===== src/rtl/framebuffer_writer_if.sv =====
// Pixel-producer and BRAM port-A signal bundle for framebuffer_writer.
// The slave modport is the writer's view; the master modport is the producer/BRAM side.
interface framebuffer_writer_if #(
  parameter int NUM_CH        = 2,
  parameter int COORD_BITS    = 16,
  parameter int COLOR_WIDTH   = 16,
  parameter int ADDR_BITS     = 18,
  parameter int DOUBLE_BUFFER = 1
);
  logic [NUM_CH-1:0]                  in_valid;
  logic [NUM_CH-1:0]                  in_ready;
  logic [NUM_CH*COORD_BITS-1:0]       in_x;
  logic [NUM_CH*COORD_BITS-1:0]       in_y;
  logic [NUM_CH*COLOR_WIDTH-1:0]      in_color;
  logic                               bram_we;
  logic [ADDR_BITS+DOUBLE_BUFFER-1:0] bram_addr;
  logic [COLOR_WIDTH-1:0]             bram_din;

  modport slave (
    input  in_valid, in_x, in_y, in_color,
    output in_ready, bram_we, bram_addr, bram_din
  );

  modport master (
    output in_valid, in_x, in_y, in_color,
    input  in_ready, bram_we, bram_addr, bram_din
  );
endinterface


===== src/rtl/framebuffer_writer.sv =====
// Frame buffer write port: round-robin producer arbitration, bounds check with
// saturating drop counter, hardware clear sweep and optional front/back swap.
module framebuffer_writer #(
  parameter int FRAME_WIDTH   = 512,
  parameter int FRAME_HEIGHT  = 384,
  parameter int COORD_BITS    = 16,
  parameter int COLOR_WIDTH   = 16,
  parameter int ADDR_BITS     = 18,
  parameter int NUM_CH        = 2,
  parameter int DOUBLE_BUFFER = 1
) (
  input  logic                   clk,
  input  logic                   rst,
  framebuffer_writer_if.slave    bus,
  input  logic                   clear_req,
  input  logic [COLOR_WIDTH-1:0] clear_color,
  input  logic                   swap_req,
  output logic                   front_buf,
  output logic                   busy,
  output logic [15:0]            drop_count
);
  localparam int CH_BITS = (NUM_CH > 1) ? $clog2(NUM_CH) : 1;
  localparam int AW      = ADDR_BITS + DOUBLE_BUFFER;
  localparam int PW      = ADDR_BITS + COORD_BITS;
  localparam logic [ADDR_BITS-1:0]  LAST_PIX = ADDR_BITS'(FRAME_WIDTH * FRAME_HEIGHT - 1);
  localparam logic [COORD_BITS-1:0] X_LIM    = COORD_BITS'(FRAME_WIDTH);
  localparam logic [COORD_BITS-1:0] Y_LIM    = COORD_BITS'(FRAME_HEIGHT);

  localparam logic [0:0] ST_RUN   = 1'b0;
  localparam logic [0:0] ST_CLEAR = 1'b1;

  logic [0:0]             r_state;
  logic [CH_BITS-1:0]     r_last_grant;
  logic                   r_front;
  logic                   r_swap_pending;
  logic [ADDR_BITS-1:0]   r_count;
  logic [COLOR_WIDTH-1:0] r_clr_color;
  logic [15:0]            r_drop;
  logic                   r_we;
  logic [AW-1:0]          r_addr;
  logic [COLOR_WIDTH-1:0] r_din;

  logic                   w_gnt_valid;
  logic [CH_BITS-1:0]     w_gnt_idx;
  logic [COORD_BITS-1:0]  w_x;
  logic [COORD_BITS-1:0]  w_y;
  logic [COLOR_WIDTH-1:0] w_color;
  logic                   w_in_range;
  logic [ADDR_BITS-1:0]   w_lin;
  logic                   w_back;
  logic [AW-1:0]          w_pix_addr;
  logic [AW-1:0]          w_clr_addr;
  logic                   w_accept;
  logic                   w_clr_last;
  logic                   w_swap_en;

  // Scan from the farthest candidate to the nearest so the channel right after
  // last_grant overrides everyone else.
  // NOTE: every always_comb output gets a default first so no latch is inferred.
  always_comb begin
    logic [CH_BITS-1:0] cand;
    w_gnt_valid = 1'b0;
    w_gnt_idx   = r_last_grant;
    for (int k = NUM_CH; k >= 1; k--) begin
      cand = CH_BITS'((int'(r_last_grant) + k) % NUM_CH);
      if (bus.in_valid[cand]) begin
        w_gnt_valid = 1'b1;
        w_gnt_idx   = cand;
      end
    end
  end

  assign w_x        = bus.in_x[w_gnt_idx*COORD_BITS +: COORD_BITS];
  assign w_y        = bus.in_y[w_gnt_idx*COORD_BITS +: COORD_BITS];
  assign w_color    = bus.in_color[w_gnt_idx*COLOR_WIDTH +: COLOR_WIDTH];
  assign w_in_range = (w_x < X_LIM) && (w_y < Y_LIM);
  assign w_lin      = ADDR_BITS'(PW'(w_y) * PW'(FRAME_WIDTH) + PW'(w_x));
  assign w_back     = ~r_front;
  assign w_accept   = (r_state == ST_RUN) && !clear_req && w_gnt_valid;
  assign w_clr_last = (r_count == LAST_PIX);
  assign w_swap_en  = (DOUBLE_BUFFER != 0);

  generate
    if (DOUBLE_BUFFER != 0) begin : g_double
      assign w_pix_addr = {w_back, w_lin};
      assign w_clr_addr = {w_back, r_count};
    end else begin : g_single
      assign w_pix_addr = w_lin;
      assign w_clr_addr = r_count;
    end
  endgenerate

  always_comb begin
    bus.in_ready = '0;
    if (w_accept) bus.in_ready[w_gnt_idx] = 1'b1;
  end

  // NOTE: state registers use non-blocking assignments so every register sees
  // the pre-edge value of the others, independent of statement order.
  always_ff @(posedge clk or negedge rst) begin
    if (!rst) begin
      r_state        <= ST_RUN;
      r_last_grant   <= CH_BITS'(NUM_CH - 1);
      r_front        <= 1'b0;
      r_swap_pending <= 1'b0;
      r_count        <= '0;
      r_clr_color    <= '0;
      r_drop         <= '0;
      r_we           <= 1'b0;
      r_addr         <= '0;
      r_din          <= '0;
    end else begin
      r_we <= 1'b0;
      if (r_state == ST_RUN) begin
        if (swap_req && w_swap_en) r_front <= ~r_front;
        if (clear_req) begin
          r_state     <= ST_CLEAR;
          r_count     <= '0;
          r_clr_color <= clear_color;
        end else if (w_accept) begin
          r_last_grant <= w_gnt_idx;
          if (w_in_range) begin
            r_we   <= 1'b1;
            r_addr <= w_pix_addr;
            r_din  <= w_color;
          end else if (r_drop != 16'hFFFF) begin
            r_drop <= r_drop + 16'd1;
          end
        end
      end else begin
        r_we    <= 1'b1;
        r_addr  <= w_clr_addr;
        r_din   <= r_clr_color;
        r_count <= r_count + ADDR_BITS'(1);
        // A swap pending (or arriving now) lands on the exit edge, so the
        // buffer just cleared stays the back buffer for the whole sweep.
        if (w_clr_last) begin
          r_state        <= ST_RUN;
          r_swap_pending <= 1'b0;
          if (w_swap_en && (r_swap_pending || swap_req)) r_front <= ~r_front;
        end else if (swap_req && w_swap_en) begin
          r_swap_pending <= 1'b1;
        end
      end
    end
  end

  assign busy          = (r_state == ST_CLEAR);
  assign front_buf     = r_front;
  assign drop_count    = r_drop;
  assign bus.bram_we   = r_we;
  assign bus.bram_addr = r_addr;
  assign bus.bram_din  = r_din;
endmodule

===== src/flat_wrapper.sv =====
// flat-port wrapper written by rule: the top's interface ports become plain ports
module framebuffer_writer_flat 
#(
  parameter int FRAME_WIDTH   = 512,
  parameter int FRAME_HEIGHT  = 384,
  parameter int COORD_BITS    = 16,
  parameter int COLOR_WIDTH   = 16,
  parameter int ADDR_BITS     = 18,
  parameter int NUM_CH        = 2,
  parameter int DOUBLE_BUFFER = 1
)
  (clk, rst, clear_req, clear_color, swap_req, front_buf, busy, drop_count, bus_in_valid, bus_in_x, bus_in_y, bus_in_color, bus_in_ready, bus_bram_we, bus_bram_addr, bus_bram_din);
  framebuffer_writer_if #(.NUM_CH(NUM_CH), .COORD_BITS(COORD_BITS), .COLOR_WIDTH(COLOR_WIDTH), .ADDR_BITS(ADDR_BITS), .DOUBLE_BUFFER(DOUBLE_BUFFER)) bus_i ();
  input  logic clk;
  input  logic rst;
  input  logic clear_req;
  input  logic [COLOR_WIDTH-1:0] clear_color;
  input  logic swap_req;
  output logic front_buf;
  output logic busy;
  output logic [15:0] drop_count;
  input wire logic [$bits(bus_i.in_valid)-1:0] bus_in_valid;
  input wire logic [$bits(bus_i.in_x)-1:0] bus_in_x;
  input wire logic [$bits(bus_i.in_y)-1:0] bus_in_y;
  input wire logic [$bits(bus_i.in_color)-1:0] bus_in_color;
  output wire logic [$bits(bus_i.in_ready)-1:0] bus_in_ready;
  output wire logic [$bits(bus_i.bram_we)-1:0] bus_bram_we;
  output wire logic [$bits(bus_i.bram_addr)-1:0] bus_bram_addr;
  output wire logic [$bits(bus_i.bram_din)-1:0] bus_bram_din;
  assign bus_i.in_valid = bus_in_valid;
  assign bus_i.in_x = bus_in_x;
  assign bus_i.in_y = bus_in_y;
  assign bus_i.in_color = bus_in_color;
  assign bus_in_ready = bus_i.in_ready;
  assign bus_bram_we = bus_i.bram_we;
  assign bus_bram_addr = bus_i.bram_addr;
  assign bus_bram_din = bus_i.bram_din;
  framebuffer_writer #(.FRAME_WIDTH(FRAME_WIDTH), .FRAME_HEIGHT(FRAME_HEIGHT), .COORD_BITS(COORD_BITS), .COLOR_WIDTH(COLOR_WIDTH), .ADDR_BITS(ADDR_BITS), .NUM_CH(NUM_CH), .DOUBLE_BUFFER(DOUBLE_BUFFER)) u_core (.clk(clk), .rst(rst), .bus(bus_i), .clear_req(clear_req), .clear_color(clear_color), .swap_req(swap_req), .front_buf(front_buf), .busy(busy), .drop_count(drop_count));
endmodule

===== config.mk =====
export PLATFORM = sky130hd
export DESIGN_NAME = framebuffer_writer_flat
export DESIGN_NICKNAME = d
export VERILOG_FILES = /design/src/rtl/framebuffer_writer_if.sv /design/src/rtl/framebuffer_writer.sv /design/src/flat_wrapper.sv
export SDC_FILE = /design/constraint.sdc
export NUM_CORES = 1
export LEC_CHECK = 0
export ABC_AREA = 1
export BUFFER_PORTS_ARGS = -buffer_cell sky130_fd_sc_hd__buf_2
export CAP_MARGIN = 25
export CORE_MARGIN = 1.5
export CORE_UTILIZATION = 40
export CTS_CLUSTER_SIZE = 40
export DETAILED_ROUTE_END_ITERATION = 10
export PLACE_DENSITY = 0.65
export SYNTH_ARGS = -nofsm -noshare
export SYNTH_HDL_FRONTEND = slang
export SYNTH_SLANG_ARGS = --single-unit

===== constraint.sdc =====
create_clock -name clk -period 2.78 [get_ports clk]
set_input_delay 0.556 -clock clk [delete_from_list [all_inputs] [get_ports clk]]
set_output_delay 0.556 -clock clk [all_outputs]
set_load 0.01 [all_outputs]

==> results.sh <==
export IMPL_max_freq_mhz=392
export IMPL_grtUsageTotal_pct=22.1
export IMPL_syn_area_um2=5430
export IMPL_fin_setup_tns_ns=0
export IMPL_finalClockSkew_ns=0.00625
export IMPL_clkSlewWorstSetupHoldPaths_ns=0.06
export IMPL_powerDensity_nw_per_um2=551
export IMPL_drtAntennaViolNets=0
export IMPL_dpl_hpwl_um=11200
export IMPL_holdBufCountCts=0
export IMPL_cts_buffer_depth=2
export IMPL_grt_pass1_vias=5346
export IMPL_final_common_cell="nand2_1"
export IMPL_placed_area_um2=6460
export IMPL_place_congestion=0.868
export IMPL_grt_remaining_overflow=0
export IMPL_hp_class="input pin to async pin"
export IMPL_clk_latency_ns=0.34
export IMPL_finalMaxSlewViolations=0
export IMPL_cp_data_required_time_ns=3.01
export IMPL_syn_inst=781
export IMPL_power_mw=3.74
export IMPL_area_delta_synth_final_pct=25.0
export IMPL_io_buffers=173
export IMPL_drive_above_1_share_pct=23.3
export IMPL_routedWlPerCell_um=13.7
export IMPL_fin_nets=1071
export IMPL_drcViolationCount=0
export IMPL_hold_viol_final=0
export IMPL_critPathKind="register to register"
export IMPL_mostFrequentLayoutCells="nand2_1 (303), buf_2 (172), dfrtp_1 (89)"
export IMPL_syn_avg_cell_area_um2=6.96
export IMPL_antenna_found_initial=0
export IMPL_p_leak_nw=3.76
export IMPL_fin_area_um2=6790
export IMPL_die_y_um=120
export IMPL_synth_seq_cells=90
export IMPL_outcome="finished, final reports clean"
export IMPL_grt_max_degree=86
export IMPL_die_area_um2=14300
export IMPL_setup_viol=0
export IMPL_dr_pass1_iters=4
export IMPL_ys_seq_area_share_pct=41.5
export IMPL_diodes=0
export IMPL_vias=5516
export IMPL_synth_nets=909
export IMPL_cp_data_arrival_time_ns=2.78
export IMPL_cap_violations=0
export IMPL_row_count=42
export IMPL_vdd_drop_max_uv=238
export IMPL_grt_first_pass_wirelength_um=25500
export IMPL_core_area_um2=13200
export IMPL_ioPinCount=174
export IMPL_period_share_pct=91.7
export IMPL_end_kind="register"
export IMPL_start_util_pct=41.0
export IMPL_cts_resized=0
export IMPL_root_buffer="clkbuf_16"
export IMPL_yosys_warnings=0
export IMPL_clkSinkCount=90
export IMPL_die_w_um=120
export IMPL_path_max_fanout=13
export IMPL_cts_max_level=3
export IMPL_worstMarginPinSlew_ns=0.590
export IMPL_cts_buffers=9
export IMPL_cts_tree="yes"
export IMPL_cts_setup_buffers=0
export IMPL_grt_setup_unrepaired="no"
export IMPL_drt_total_wl_um=15500
export IMPL_via_per_inst=4.91
export IMPL_max_slew_margin_pct=60.5
export IMPL_synth_distinct_cells=35
export IMPL_drtIter0Drc=289
export IMPL_fin_crit_ns=2.55
export IMPL_worstSetupStartpointType="register"
==> layer usage <==
layer	vias up	share of wire, %	global-route usage (%)
li1	2830	-	-
met1	2536	45	29.5
met2	128	48	36.9
met3	22	4.3	3.23
met4	0	2.0	7.66
met5	-	0	0
==> registers in the layout, indices dropped and copies added (netlist names) <==
register	count
u_core.r_swap_pending	1
u_core.front_buf	1
u_core.drop_count	16
u_core.bus.bram_addr	19
u_core.r_clr_color	16
u_core.busy	1
u_core.bus.bram_din	16
u_core.r_last_grant	1
u_core.r_count	18
u_core.bus.bram_we	1
==> critical path, cell delays in order, from the launching register on <==
cell	delay, ns
dfstp_2	0.55
inv_2	0.05
nand2_2	0.10
nand2_4	0.11
buf_4	0.16
nand2_1	0.05
nand2_1	0.05
ha_1	0.21
fa_1	0.41
nand3_1	0.09
nand3_1	0.13
nand2_1	0.11
nor2_1	0.06
nor3_1	0.12
o21ai_0	0.09
nand2_1	0.07
nand2_1	0.05
==> cells by family (layout without fill, tap and decap cells) <==
family,Yosys count,count (layout),share of synthesized area (%)
simple gates,491,491,38.3
buf+inv,103,270,7.99
flops,90,90,41.5
compound gates,72,72,7.35
xor+xnor,15,15,2.42
fa+ha+maj,10,10,2.44
==> through the flow <==
stage / cells / utilization (%) / hold WS (ns) / worst slack (ns)
CTS: 1124 / 51.2 / 0.191 / 0.200
detailed placement: 1108 / 48.8 / 0.466 / 0.0763
global placement: 1108 / 48.8 / 0.464 / 0.125
floorplan: 781 / - / 0.260 / 0.289
finish: 1124 / 51.3 / 0.182 / 0.231
global route: 1124 / 51.3 / 0.218 / 0.00887
==> area by class of cell <==
class | instances | area, um2
timing repair buffer | 184 | 976
inverter | 70 | 263
multi-input combinational | 588 | 2760
clock buffer | 9 | 225
clock inverter | 7 | 98.8
sequential | 90 | 2250
fill | 1402 | 6450
tap | 176 | 220
==> cell usage after synthesis, drive strengths merged <==
cell / n / area, um2
nand2: 311 / 1190
dfrtp: 89 / 2230
nand3: 89 / 463
inv: 69 / 259
nor2: 59 / 236
o21ai: 28 / 144
a31oi: 20 / 125
a21oi: 18 / 90.1
clkbuf: 18 / 67.6
buf: 15 / 104
nor3: 13 / 70.1
xor2: 13 / 114
nand4: 12 / 75.1
ha: 9 / 113
o22ai: 4 / 25.0
or2: 3 / 18.8
nand3b: 2 / 15.0
nor4: 2 / 12.5
xnor2: 2 / 17.5
clkinv: 1 / 3.75
dfstp: 1 / 26.3
fa: 1 / 20.0
o21a: 1 / 7.51
o21bai: 1 / 7.51
==> final timing paths <==
kind,startpoint,to,slack (ns),depth (start not counted)
setup reg to reg,u_core.r_last_grant,u_core.bus.bram_addr[15],0.23,16
setup / recovery,u_core.r_last_grant,u_core.bus.bram_addr[15],0.23,16
hold / removal,rst,u_core.bus.bram_addr[16],0.18,1
hold reg to reg,u_core.r_clr_color[1],u_core.r_clr_color[1],0.48,2
min in group clk,clear_color[0],u_core.r_clr_color[0],0.40,3
max in group asynchronous,rst,u_core.r_count[12],1.94,2
==> power by group <==
| group | total [mW] | internal (mW) | switching [mW] |
|---|---|---|---|
| logic | 0.809 | 0.330 | 0.479 |
| clock network | 1.34 | 0.798 | 0.539 |
| registers | 1.60 | 1.46 | 0.135 |
Power figures use the tool's default switching activity.
